[src/rtl/pwm_ramp_ctrl.sv]
// Purpose: multi-channel duty-cycle ramp controller with 1 MHz tick generation and emergency stop.
// Latency: accepted command updates target at the accepting edge; duty moves on the next ramp step.
// Backpressure: cmd_ready is low during reset, in STOP, and for one clk after leaving either.
// Optional: define PWM_RAMP_IMMEDIATE_EN to add cmd_immediate (load duty directly, no ramp).
module pwm_ramp_ctrl #(
   parameter int NUM_CH     = 2,
   parameter int CLK_DIV    = 65,
   parameter int RAMP_TICKS = 1000,
   parameter int STEP       = 1,
   parameter int CH_W       = 1
) (
   input  logic                  clk,
   input  logic                  reset,
   input  logic                  cmd_valid,
   output logic                  cmd_ready,
   input  logic [CH_W-1:0]       cmd_ch,
   input  logic [6:0]            cmd_duty,
`ifdef PWM_RAMP_IMMEDIATE_EN
   input  logic                  cmd_immediate,
`endif
   input  logic                  estop,
   output logic                  one_MHz_enable,
   output logic [7*NUM_CH-1:0]   duty_cycle,
   output logic [NUM_CH-1:0]     busy,
   output logic                  cmd_err
);

   localparam int DIV_W = (CLK_DIV > 1) ? $clog2(CLK_DIV) : 1;
   localparam int RT_W  = (RAMP_TICKS > 1) ? $clog2(RAMP_TICKS) : 1;
   localparam logic [7:0] STEP8 = 8'(STEP);

   typedef enum logic {RUN, STOP} gstate_t;
   typedef enum logic [1:0] {IDLE, UP, DOWN} ch_state_t;

   gstate_t          gstate, gstate_nxt;
   ch_state_t        chs_q   [NUM_CH];
   ch_state_t        chs_nxt [NUM_CH];
   logic [6:0]       duty_q   [NUM_CH];
   logic [6:0]       duty_nxt [NUM_CH];
   logic [6:0]       tgt_q    [NUM_CH];
   logic [6:0]       tgt_nxt  [NUM_CH];
   logic [DIV_W-1:0] div_cnt;
   logic [RT_W-1:0]  ramp_cnt;
   logic             div_wrap;
   logic             step_strobe;
   logic             accept;
   logic             ch_ok;
   logic             over;
   logic [6:0]       clamped;
   logic             err_nxt;

   // Move d toward t by at most STEP; 8-bit math so sums never wrap.
   function automatic logic [6:0] step_toward(input logic [6:0] d, input logic [6:0] t);
      logic [7:0] d8;
      logic [7:0] t8;
      d8 = {1'b0, d};
      t8 = {1'b0, t};
      if (d8 < t8) begin
         step_toward = ((t8 - d8) > STEP8) ? 7'(d8 + STEP8) : t;
      end else if (d8 > t8) begin
         step_toward = ((d8 - t8) > STEP8) ? 7'(d8 - STEP8) : t;
      end else begin
         step_toward = d;
      end
   endfunction

   assign div_wrap    = (div_cnt == DIV_W'(CLK_DIV - 1));
   assign step_strobe = one_MHz_enable && (ramp_cnt == RT_W'(RAMP_TICKS - 1));
   assign accept      = cmd_valid && cmd_ready && !estop;
   assign ch_ok       = (32'(cmd_ch) < NUM_CH);
   assign over        = (cmd_duty > 7'd100);
   assign clamped     = over ? 7'd100 : cmd_duty;

   // Clock divider producing the registered 1 MHz strobe and the free-running ramp timer.
   always_ff @(posedge clk) begin
      if (!reset) begin
         div_cnt        <= '0;
         one_MHz_enable <= 1'b0;
         ramp_cnt       <= '0;
      end else begin
         one_MHz_enable <= div_wrap;
         div_cnt        <= div_wrap ? '0 : div_cnt + 1'b1;
         if (one_MHz_enable) begin
            ramp_cnt <= step_strobe ? '0 : ramp_cnt + 1'b1;
         end
      end
   end

   // Global RUN/STOP next-state; estop is level-sensitive.
   always_comb begin
      gstate_nxt = gstate;
      case (gstate)
         RUN:     if (estop)  gstate_nxt = STOP;
         STOP:    if (!estop) gstate_nxt = RUN;
         default: gstate_nxt = RUN;
      endcase
   end

   // Per-channel next duty/target/state: estop first, then ramp step on old target, then command.
   always_comb begin
      err_nxt = 1'b0;
      for (int k = 0; k < NUM_CH; k++) begin
         duty_nxt[k] = duty_q[k];
         tgt_nxt[k]  = tgt_q[k];
         chs_nxt[k]  = chs_q[k];
      end
      if (estop || gstate == STOP) begin
         for (int k = 0; k < NUM_CH; k++) begin
            duty_nxt[k] = 7'd0;
            tgt_nxt[k]  = 7'd0;
            chs_nxt[k]  = IDLE;
         end
      end else begin
         if (step_strobe) begin
            for (int k = 0; k < NUM_CH; k++) begin
               duty_nxt[k] = step_toward(duty_q[k], tgt_q[k]);
               if (duty_q[k] < tgt_q[k])      chs_nxt[k] = UP;
               else if (duty_q[k] > tgt_q[k]) chs_nxt[k] = DOWN;
               else                           chs_nxt[k] = IDLE;
            end
         end
         if (accept) begin
            err_nxt = !ch_ok || over;
            for (int k = 0; k < NUM_CH; k++) begin
               if (ch_ok && (32'(cmd_ch) == 32'(k))) begin
                  tgt_nxt[k] = clamped;
`ifdef PWM_RAMP_IMMEDIATE_EN
                  if (cmd_immediate) begin
                     duty_nxt[k] = clamped;
                     chs_nxt[k]  = IDLE;
                  end
`endif
               end
            end
         end
      end
   end

   // State, channel and handshake registers.
   always_ff @(posedge clk) begin
      if (!reset) begin
         gstate    <= RUN;
         cmd_ready <= 1'b0;
         cmd_err   <= 1'b0;
         busy      <= '0;
         for (int k = 0; k < NUM_CH; k++) begin
            duty_q[k] <= 7'd0;
            tgt_q[k]  <= 7'd0;
            chs_q[k]  <= IDLE;
         end
      end else begin
         gstate    <= gstate_nxt;
         cmd_ready <= (gstate_nxt == RUN);
         cmd_err   <= err_nxt;
         for (int k = 0; k < NUM_CH; k++) begin
            busy[k]   <= (duty_q[k] != tgt_q[k]);
            duty_q[k] <= duty_nxt[k];
            tgt_q[k]  <= tgt_nxt[k];
            chs_q[k]  <= chs_nxt[k];
         end
      end
   end

   for (genvar g = 0; g < NUM_CH; g++) begin : g_duty
      assign duty_cycle[7*g +: 7] = duty_q[g];
   end

endmodule

[config.mk]
export PLATFORM = sky130hd
export DESIGN_NAME = pwm_ramp_ctrl
export DESIGN_NICKNAME = d
export VERILOG_FILES = /design/src/rtl/pwm_ramp_ctrl.sv
export SDC_FILE = /design/constraint.sdc
export NUM_CORES = 1
export LEC_CHECK = 0
export ABC_AREA = 1
export ABC_CLOCK_PERIOD_IN_PS = 2200
export BUFFER_PORTS_ARGS = -buffer_cell sky130_fd_sc_hd__buf_4
export CORE_MARGIN = 5
export CORE_UTILIZATION = 56
export DETAILED_ROUTE_END_ITERATION = 12
export PLACE_DENSITY = 0.89
export REMOVE_ABC_BUFFERS = 1
export SLEW_MARGIN = 15
export SYNTH_ARGS = -nofsm -noshare
export SYNTH_HDL_FRONTEND = slang
export SYNTH_SLANG_ARGS = --single-unit
[constraint.sdc]
create_clock -name clk -period 2.2 [get_ports clk]
set_input_delay 0.22 -clock clk [delete_from_list [all_inputs] [get_ports clk]]
set_output_delay 0.22 -clock clk [all_outputs]
set_load 0.05 [all_outputs]
==> results of run 1 <==
layout make-up:
type                       count  area [um2]
tap                           99         124
clock inverter                 3        47.5
inverter                     130         494
multi-input combinational    475        3100
fill                         520        1830
clock buffer                   5        68.8
sequential                    51        1040
timing repair buffer          83         667
layout by cell type (no fill, tap or decap), types with 3 or more instances in the layout:
master    count
a21oi_1      43
a21oi_2       3
buf_4        76
buf_6         5
clkbuf_8      5
dfxtp_1      42
dfxtp_2       7
fa_2          4
ha_1         22
ha_4         12
inv_1       106
inv_2        20
nand2_1     128
nand2_2      23
nand2_4       3
nand3_1      81
nand3_2      16
nand4_1      19
nor2_1       26
nor2_2        7
nor2_4        6
nor3_1       16
nor3b_1       4
o21ai_0      20
xnor2_1       6
xor2_1       19
layer usage:
layer	GRT usage [%]	wire, um	vias up
met5	0	0	-
li1	-	-	2297
met3	4.24	1180	53
met4	7.35	448	0
met2	41.1	6450	282
met1	33.5	5420	2251
timing repair:
action,in CTS,in global routing
gates cloned,0,0
endpoints found under the setup margin,14,14
pin swaps,15,37
setup buffers,3,8
resized for setup,25,80
metrics by stage:
step	std cells	util [%]	power, uW
2_1_floorplan	656	-	1150
3_3_place_gp	827	66.8	1230
3_5_place_dp	827	66.8	1240
4_1_cts	838	69.8	1910
5_1_grt	846	75.1	2050
6_report	846	75.1	1970
registers in the layout, indices dropped and copies added (netlist names):
register	flops
duty_q	14
tgt_q	14
ramp_cnt	10
div_cnt	7
busy	2
cmd_err	1
cmd_ready	1
gstate	1
one_MHz_enable	1
power groups by stage:
stage               combinational, uW  clock (uW)  sequential, uW
floorplan                         188           0             964
global placement                  273           0             958
detailed placement                279           0             959
CTS                               289         683             937
global route                      377         734             937
finish                            351         683             936
worst max-delay path, cell delays in order, from the launching register on:
cell and delay (ns):
dfxtp_4 0.39, inv_2 0.06, ha_4 0.16, fa_2 0.37, inv_2 0.08, nand3_2 0.07, nand2_1 0.09, nand2_1 0.08
nand2_1 0.08, nand3_2 0.08, nor2_4 0.13, buf_12 0.15, nand3_1 0.09, nand3_1 0.10, nand3_1 0.07, nand2_1 0.07
inv_1 0.05
worst paths after layout:
path,to,cells after the start
setup / recovery,duty_q[0][2],16
hold / removal,cmd_ready,2
setup reg to reg,duty_q[0][2],16
hold reg to reg,div_cnt[0],1
logic make-up (layout without fill, tap and decap cells):
family | after synthesis | in the layout | share of synthesized area (%)
and+or+nand+nor | 336 | 336 | 37.0
DFF | 51 | 51 | 23.8
buffers and inverters | 136 | 221 | 12.1
xor gates and xnor gates | 27 | 27 | 5.52
adders and majority gates | 39 | 39 | 12.1
AOI/OAI and AO/OA | 73 | 73 | 9.43
==> qor.yml, run 1 <==
status:
  status: "finished, violations left"
  violations: "negative setup slack"
timing:
  hold_viol: 0
  min_period_ns: 2.24
  fmax_mhz: 447
  fin_worst_skew_ns: 0.00614
  setup-tns-final_ns: -0.0447
  slew_headroom_pct: 65.1
  setup_slack_ns: -0.0381
  rsz0062_at_grt: "true"
  worst_pin_slew_ns: 0.523
  fin_crit_sh_pct: 102
  hold_slack_ns: 0.0917
  finalSetupViolCount: 3
  slew_violations: 0
power:
  cellLeakagePower_uw: 0.00277
  p_int_uw: 1410
  combPwrFrac_pct: 17.8
  swShare_pct: 28.4
  vdd_ir_drop_max_v: 0.000468
  power_density_nw_per_um2: 356
  clkPwrFrac_pct: 34.7
  seqPwrFrac_pct: 47.5
  power_switching_uw: 560
clock_tree:
  cts_hold_buf: 0
  cts_root_buffer: "clkbuf_8"
  clock_latency_ns: 0.31
  tritoncts: "done"
  h-tree-depth: 2
  cts_made_buffers: 5
  cts_buffer_depth: 2
  clk_pin_slew_ns: 0.10
  cts.sinks: 51
global_routing:
  grt_overflow_total: 0
  first_global_vias: 4411
  grt_first_pass_wirelength_um: 20000
  track_usage_pct: 24.9
  antenna_found_initial: 0
  grt_max_degree: 18
synthesis:
  syn_area_um2: 4280
  ys_seq_elements: 51
  synth_top_area_cell: "dfxtp_1"
  netlist_instances: 662
  yosysMostFrequentCell: "nand2_1"
  syn_avg_cell_area_um2: 6.47
  yosysWarnings: 0
  netlist_top_cells_count: "nand2_1 (144), inv_1 (119), nand3_1 (96), dfxtp_1 (51), a21oi_1 (46)"
  synth_cell_types: 35
  synth.area.top_cells: "dfxtp_1 (24%), nand2_1 (13%), nand3_1 (11%)"
  synth_edf_count: 0
  synth_seq_area_share_pct: 23.8
  synthArstFlopShare_pct: 0
  synthFlopType: "dfxtp_1"
  synth_top_cell_area_share_pct: 23.8
setup_path:
  rrSetupSlack_ns: -0.04
  crit_required_ns: 2.42
  crit_start: "tgt_q[0][0]"
  crit_fanout: 8
  reg2reg_from: "tgt_q[0][0]"
  critPathKind: "flop to flop"
  arrival_ns: 2.46
  worst_setup_path_start_kind: "flop"
  end_kind: "flop"
layout:
  area_growth_pct: 29.2
  layout-drive-gt1-share_pct: 27.7
  layout.nets: 797
  diodes: 0
  fin_area_um2: 5540
placement:
  post-dp-hpwl_um: 9420
  dp_slack_ns: -0.160
  place_congestion: 0.937
  port-buffer-count: 30
  post_dp_cell_area_um2: 4920
floorplan:
  die_h_um: 97.5
  row_count: 31
  floorplan.core_area_um2: 7370
  die-area_um2: 9500
  die_w_um: 97.5
  initial_utilization_pct: 58.1
  pin_count: 31
route:
  drtAntennaViolNets: 0
  via_per_inst: 5.77
  drcViolationCount: 0
  drt_iter0_drc: 514
  vias: 4883
  first_pass_iters: 7
  drt-total-wl_um: 13500
  drt-wirelength-per-cell_um: 16.0
min_path:
  hp-start: "estop"
  min_path_type: "input port to flop"
run:
  max-cap-violations: 0
Note: power is estimated with default switching activity, not from simulation.
==> run 2, diff against run 1 <==
--- a/config.mk
+++ b/config.mk
@@ -9,9 +9,10 @@
 export ABC_CLOCK_PERIOD_IN_PS = 2200
 export BUFFER_PORTS_ARGS = -buffer_cell sky130_fd_sc_hd__buf_4
 export CORE_MARGIN = 5
-export CORE_UTILIZATION = 56
+export CORE_UTILIZATION = 57
+export CTS_BUF_LIST = sky130_fd_sc_hd__clkbuf_4
 export DETAILED_ROUTE_END_ITERATION = 12
-export PLACE_DENSITY = 0.89
+export PLACE_DENSITY = 0.9
 export REMOVE_ABC_BUFFERS = 1
 export SLEW_MARGIN = 15
 export SYNTH_ARGS = -nofsm -noshare
==> qor.yml, run 2 (synthesis gave the netlist of run 1 again) <==
layout:
  final_common_cell: "nand2_1"
  multiInputGateArea_um2: 3220
  area_growth_pct: 33.8
  diodes: 0
  n_fill_cell: 513
  reg_top3: "duty_q x14, tgt_q x14, ramp_cnt x10"
  layout.nets: 811
  mostFrequentLayoutCells: "nand2_1 (123), inv_1 (110), buf_4 (82), nand3_1 (55), a21oi_1 (44)"
  fin_area_um2: 5730
  layout-drive-gt1-share_pct: 31.8
  regArea_um2: 1040
setup_path:
  end_kind: "flop"
  reg2reg_from: "duty_q[0][7]"
  worst_setup_path_start_kind: "flop"
  rr_worst_depth: 13
  endpoint: "duty_q[0][10]"
  crit_fanout: 8
  crit_start: "duty_q[0][7]"
  critPathKind: "flop to flop"
  crit_required_ns: 2.54
  rrSetupSlack_ns: -0.18
  r2r_end: "duty_q[0][10]"
  arrival_ns: 2.72
route:
  drt-total-wl_um: 14900
  drtAntennaViolNets: 0
  via_per_inst: 5.95
  first_pass_iters: 6
  drt-wirelength-per-cell_um: 17.4
  vias: 5116
  drt_iter0_drc: 569
  drcViolationCount: 0
global_routing:
  grt_first_pass_wirelength_um: 20700
  first_global_vias: 4454
  grt_overflow_total: 0
  track_usage_pct: 25.8
  grt_max_degree: 16
  antenna_found_initial: 0
floorplan:
  initial_utilization_pct: 58.8
  floorplan.core_area_um2: 7290
  pin_count: 31
  die-area_um2: 9350
  row_count: 31
  die_w_um: 96.7
  die_h_um: 96.7
timing:
  worst_pin_slew_ns: 0.588
  slew_violations: 0
  rsz0062_at_grt: "true"
  slew_headroom_pct: 60.8
  setup-tns-final_ns: -1.03
  fin_crit_sh_pct: 108
  min_period_ns: 2.38
  fmax_mhz: 420
  setup_slack_ns: -0.181
  hold_viol: 0
  finalSetupViolCount: 9
  fin_worst_skew_ns: 0.0160
run:
  max-cap-violations: 0
min_path:
  min_path_type: "input port to flop"
clock_tree:
  cts.sinks: 51
  h-tree-depth: 2
  clock_latency_ns: 0.38
  tritoncts: "done"
  cts_buffer_depth: 2
  cts_made_buffers: 5
  clk_pin_slew_ns: 0.16
  cts_root_buffer: "clkbuf_4"
placement:
  post_dp_cell_area_um2: 4980
  place_congestion: 1.00
  post-dp-hpwl_um: 9720
  port-buffer-count: 30
  dp_slack_ns: -0.151
power:
  totalPowerFinal_uw: 1790
  vdd_ir_drop_max_v: 0.000383
  cellLeakagePower_uw: 0.00286
  power_density_nw_per_um2: 312
status:
  status: "finished, violations left"
  violations: "negative setup slack"
run 2: cell types whose count changed in the layout (fill, tap and decap cells not counted), sizes merged:
cell      previous run  this run
bufinv               1         0
clkbuf               5         6
inv                129       128
buf                 83        97
clkinvlp             0         1
run 2: critical path, stage by stage (launching register included):
cell and delay [ns]:
dfxtp_4 0.41, inv_4 0.05, ha_4 0.16, fa_2 0.53, inv_1 0.05, nor2_1 0.15
nand3_1 0.16, nor2_4 0.26, nand3_4 0.16, nand2_2 0.11, nand3_1 0.09, nand3_2 0.09
nand2_1 0.07, inv_1 0.06
run 2: worst min-delay path by stage:
stage               startpoint         to  slack (ns)  cells past startpoint
floorplan                estop  cmd_ready        0.29                      1
global placement         estop  cmd_ready        0.41                      2
detailed placement       estop  cmd_ready        0.42                      2
CTS                      estop  cmd_ready        0.01                      2
global route             estop  cmd_ready       0.007                      2
finish                   estop  cmd_ready        0.02                      2
run 2: metrics by stage:
stage                     utilization (%)  instances  hold slack, ns
after floorplan                         -        656           0.292
after global placement               68.3        835           0.411
after detailed placement             68.3        835           0.420
after CTS                            70.5        849          0.0143
after global routing                 78.6        860         0.00705
final                                78.6        860          0.0166
run 2: what timing repair did:
action	4_1_cts	5_1_grt
cloned	0	0
hold buffers	0	0
pin swaps	8	55
resized for setup	17	122
setup buffers	6	11
setup endpoints to repair	14	14
run 2: power breakdown:
part | switching [uW] | internal [uW]
Combinational | 243 | 151
Sequential | 7.04 | 930
Clock | 319 | 137
run 2: routing by layer:
layer	global-route usage, %	vias to the layer above	routed length, um
met5	0	-	0
met2	42.1	363	6880
met3	3.88	113	1530
li1	-	2319	-
met1	35.4	2321	5590
met4	7.45	0	916
run 2: area by class of cell:
class | instances | share of cell area, %
sequential | 51 | 18.1
clock buffer | 6 | 0.786
clock inverter | 2 | 0.218
inverter | 130 | 8.71
tap | 99 | 2.16
multi-input combinational | 475 | 56.2
timing repair buffer | 97 | 13.8
==> run 3, diff against run 2 <==
--- a/config.mk
+++ b/config.mk
@@ -8,11 +8,13 @@
 export ABC_AREA = 1
 export ABC_CLOCK_PERIOD_IN_PS = 2200
 export BUFFER_PORTS_ARGS = -buffer_cell sky130_fd_sc_hd__buf_4
+export CELL_PAD_IN_SITES_DETAIL_PLACEMENT = 0
+export CELL_PAD_IN_SITES_GLOBAL_PLACEMENT = 1
 export CORE_MARGIN = 5
-export CORE_UTILIZATION = 57
+export CORE_UTILIZATION = 41
 export CTS_BUF_LIST = sky130_fd_sc_hd__clkbuf_4
 export DETAILED_ROUTE_END_ITERATION = 12
-export PLACE_DENSITY = 0.9
+export PLACE_DENSITY = 0.91
 export REMOVE_ABC_BUFFERS = 1
 export SLEW_MARGIN = 15
 export SYNTH_ARGS = -nofsm -noshare
==> qor.yml, run 3 (synthesis gave the netlist of run 1 again) <==
power:
  swShare_pct: 30.1
  clkPwrFrac_pct: 30.6
  power_switching_uw: 564
  cellLeakagePower_uw: 0.00281
  power_density_nw_per_um2: 331
  totalPowerFinal_uw: 1870
  vdd_ir_drop_max_v: 0.000448
  p_int_uw: 1310
  seqPwrFrac_pct: 49.9
  combPwrFrac_pct: 19.5
floorplan:
  die-area_um2: 12600
  die_h_um: 112
  row_count: 37
  pin_count: 31
  die_w_um: 112
  initial_utilization_pct: 41.7
  floorplan.core_area_um2: 10300
clock_tree:
  cts_made_buffers: 5
  tritoncts: "done"
  h-tree-depth: 2
  cts_root_buffer: "clkbuf_4"
  clock_latency_ns: 0.38
  clk_pin_slew_ns: 0.16
  cts.sinks: 51
  cts_buffer_depth: 2
route:
  drt-total-wl_um: 12700
  vias: 4671
  drt-wirelength-per-cell_um: 14.3
  drt_iter0_drc: 452
  drtAntennaViolNets: 0
  first_pass_iters: 5
  via_per_inst: 5.23
  drcViolationCount: 0
global_routing:
  first_global_vias: 4213
  grt_max_degree: 17
  antenna_found_initial: 0
  grt_first_pass_wirelength_um: 19800
  grt_overflow_total: 0
  track_usage_pct: 18.7
timing:
  rsz0062_at_grt: "true"
  finalSetupViolCount: 3
  slew_violations: 0
  setup_slack_ns: -0.0276
  slew_headroom_pct: 62.2
  worst_pin_slew_ns: 0.566
  fmax_mhz: 449
  hold_viol: 0
  min_period_ns: 2.23
  fin_crit_sh_pct: 101
  fin_worst_skew_ns: 0.00935
setup_path:
  crit_required_ns: 2.55
  reg2reg_from: "tgt_q[0][0]"
  critPathKind: "flop to flop"
  end_kind: "flop"
  slowest_stage: "dfxtp_4"
  slowest_delay_ns: 0.41
  crit_fanout: 7
  arrival_ns: 2.57
  cp_cell_sequence: "inv_4 -> ha_4 -> fa_2 -> inv_2 -> nand3_2 -> nand2_1 -> nand2_1 -> nand2_1 -> nand3_2 -> nor2_4 -> nand2_4 -> nand2_1 -> nand3_2 -> nand3_1 -> nand2_1 -> inv_1"
  path_common_cell: "nand2_1"
  rr_worst_depth: 16
  crit_start: "tgt_q[0][0]"
  r2r_end: "duty_q[0][3]"
  worst_setup_path_start_kind: "flop"
  rrSetupSlack_ns: -0.03
layout:
  layout.nets: 807
  mostFrequentLayoutCells: "nand2_1 (130), inv_1 (113), buf_4 (84), nand3_1 (62), a21oi_1 (45)"
  final_common_cell: "nand2_1"
  multiInputGateArea_um2: 3140
  n_fill_cell: 979
  reg_top3: "duty_q x14, tgt_q x14, ramp_cnt x10"
  area_growth_pct: 32.4
  diodes: 0
  regArea_um2: 1040
  layout-drive-gt1-share_pct: 28.4
status:
  violations: "negative setup slack"
  status: "finished, violations left"
min_path:
  worst_hold_path.endpoint: "gstate"
  worstHoldPathCells: 3
  min_path_type: "input port to flop"
  hp-start: "reset"
placement:
  port-buffer-count: 30
  post-dp-hpwl_um: 9550
  place_congestion: 0.918
  dp_slack_ns: -0.202
run:
  max-cap-violations: 0
==> run 3: cell type report <==
| class | count | area share, % |
|---|---|---|
| multi-input combinational | 475 | 55.5 |
| sequential | 51 | 18.3 |
| timing repair buffer | 93 | 13.0 |
| inverter | 130 | 8.76 |
| tap | 136 | 3.00 |
| clock inverter | 3 | 0.772 |
| clock buffer | 5 | 0.662 |
==> run 3: critical path, delay by kind of cell (launching register included) <==
family / cells / cell delay, ns
fa+ha+maj: 2 / 0.58
flops: 1 / 0.41
simple gates: 11 / 1.01
buf+inv: 3 / 0.17
==> run 3: routing by layer <==
metal	vias up	global-route usage, %	wire (um)
met5	-	0	0
met4	0	3.61	185
met3	18	2.75	663
met2	142	30.3	6030
met1	2187	26.7	5860
li1	2324	-	-
==> run 3: worst max-delay path by stage <==
stage | endpoint | slack [ns]
final | duty_q[0][3] | -0.03
after global routing | duty_q[0][3] | -0.13
after floorplan | duty_q[0][0] | -0.33
after global placement | duty_q[0][2] | -0.16
after detailed placement | duty_q[0][4] | -0.20
after CTS | duty_q[0][4] | 0.003
==> run 3: metrics by stage <==
| step | setup TNS, ns | std cells | hold WS (ns) | utilization (%) | cell area, um2 |
|---|---|---|---|---|---|
| 2_1_floorplan | -4.46 | 656 | 0.292 | - | 4260 |
| 3_3_place_gp | -1.39 | 870 | 0.421 | 48.8 | 5010 |
| 3_5_place_dp | -2.15 | 870 | 0.427 | 48.8 | 5010 |
| 4_1_cts | 0 | 883 | 0.00549 | 50.9 | 5240 |
| 5_1_grt | -1.23 | 893 | 0.0458 | 55.2 | 5670 |
| 6_report | -0.0346 | 893 | 0.0605 | 55.2 | 5670 |
==> run 3: repair_timing <==
action	CTS	global route
endpoints found under the setup margin	14	14
buffers inserted	5	9
hold endpoints to repair	0	1
pin swaps	11	53
resized for setup	28	82
hold buffers	0	1
==> run 3: power by group through the flow <==
stage,logic (uW),registers (uW),clock network [uW]
after floorplan,188,964,0
after global placement,286,958,0
after detailed placement,290,958,0
after CTS,304,937,583
after global routing,398,937,623
final,366,936,573
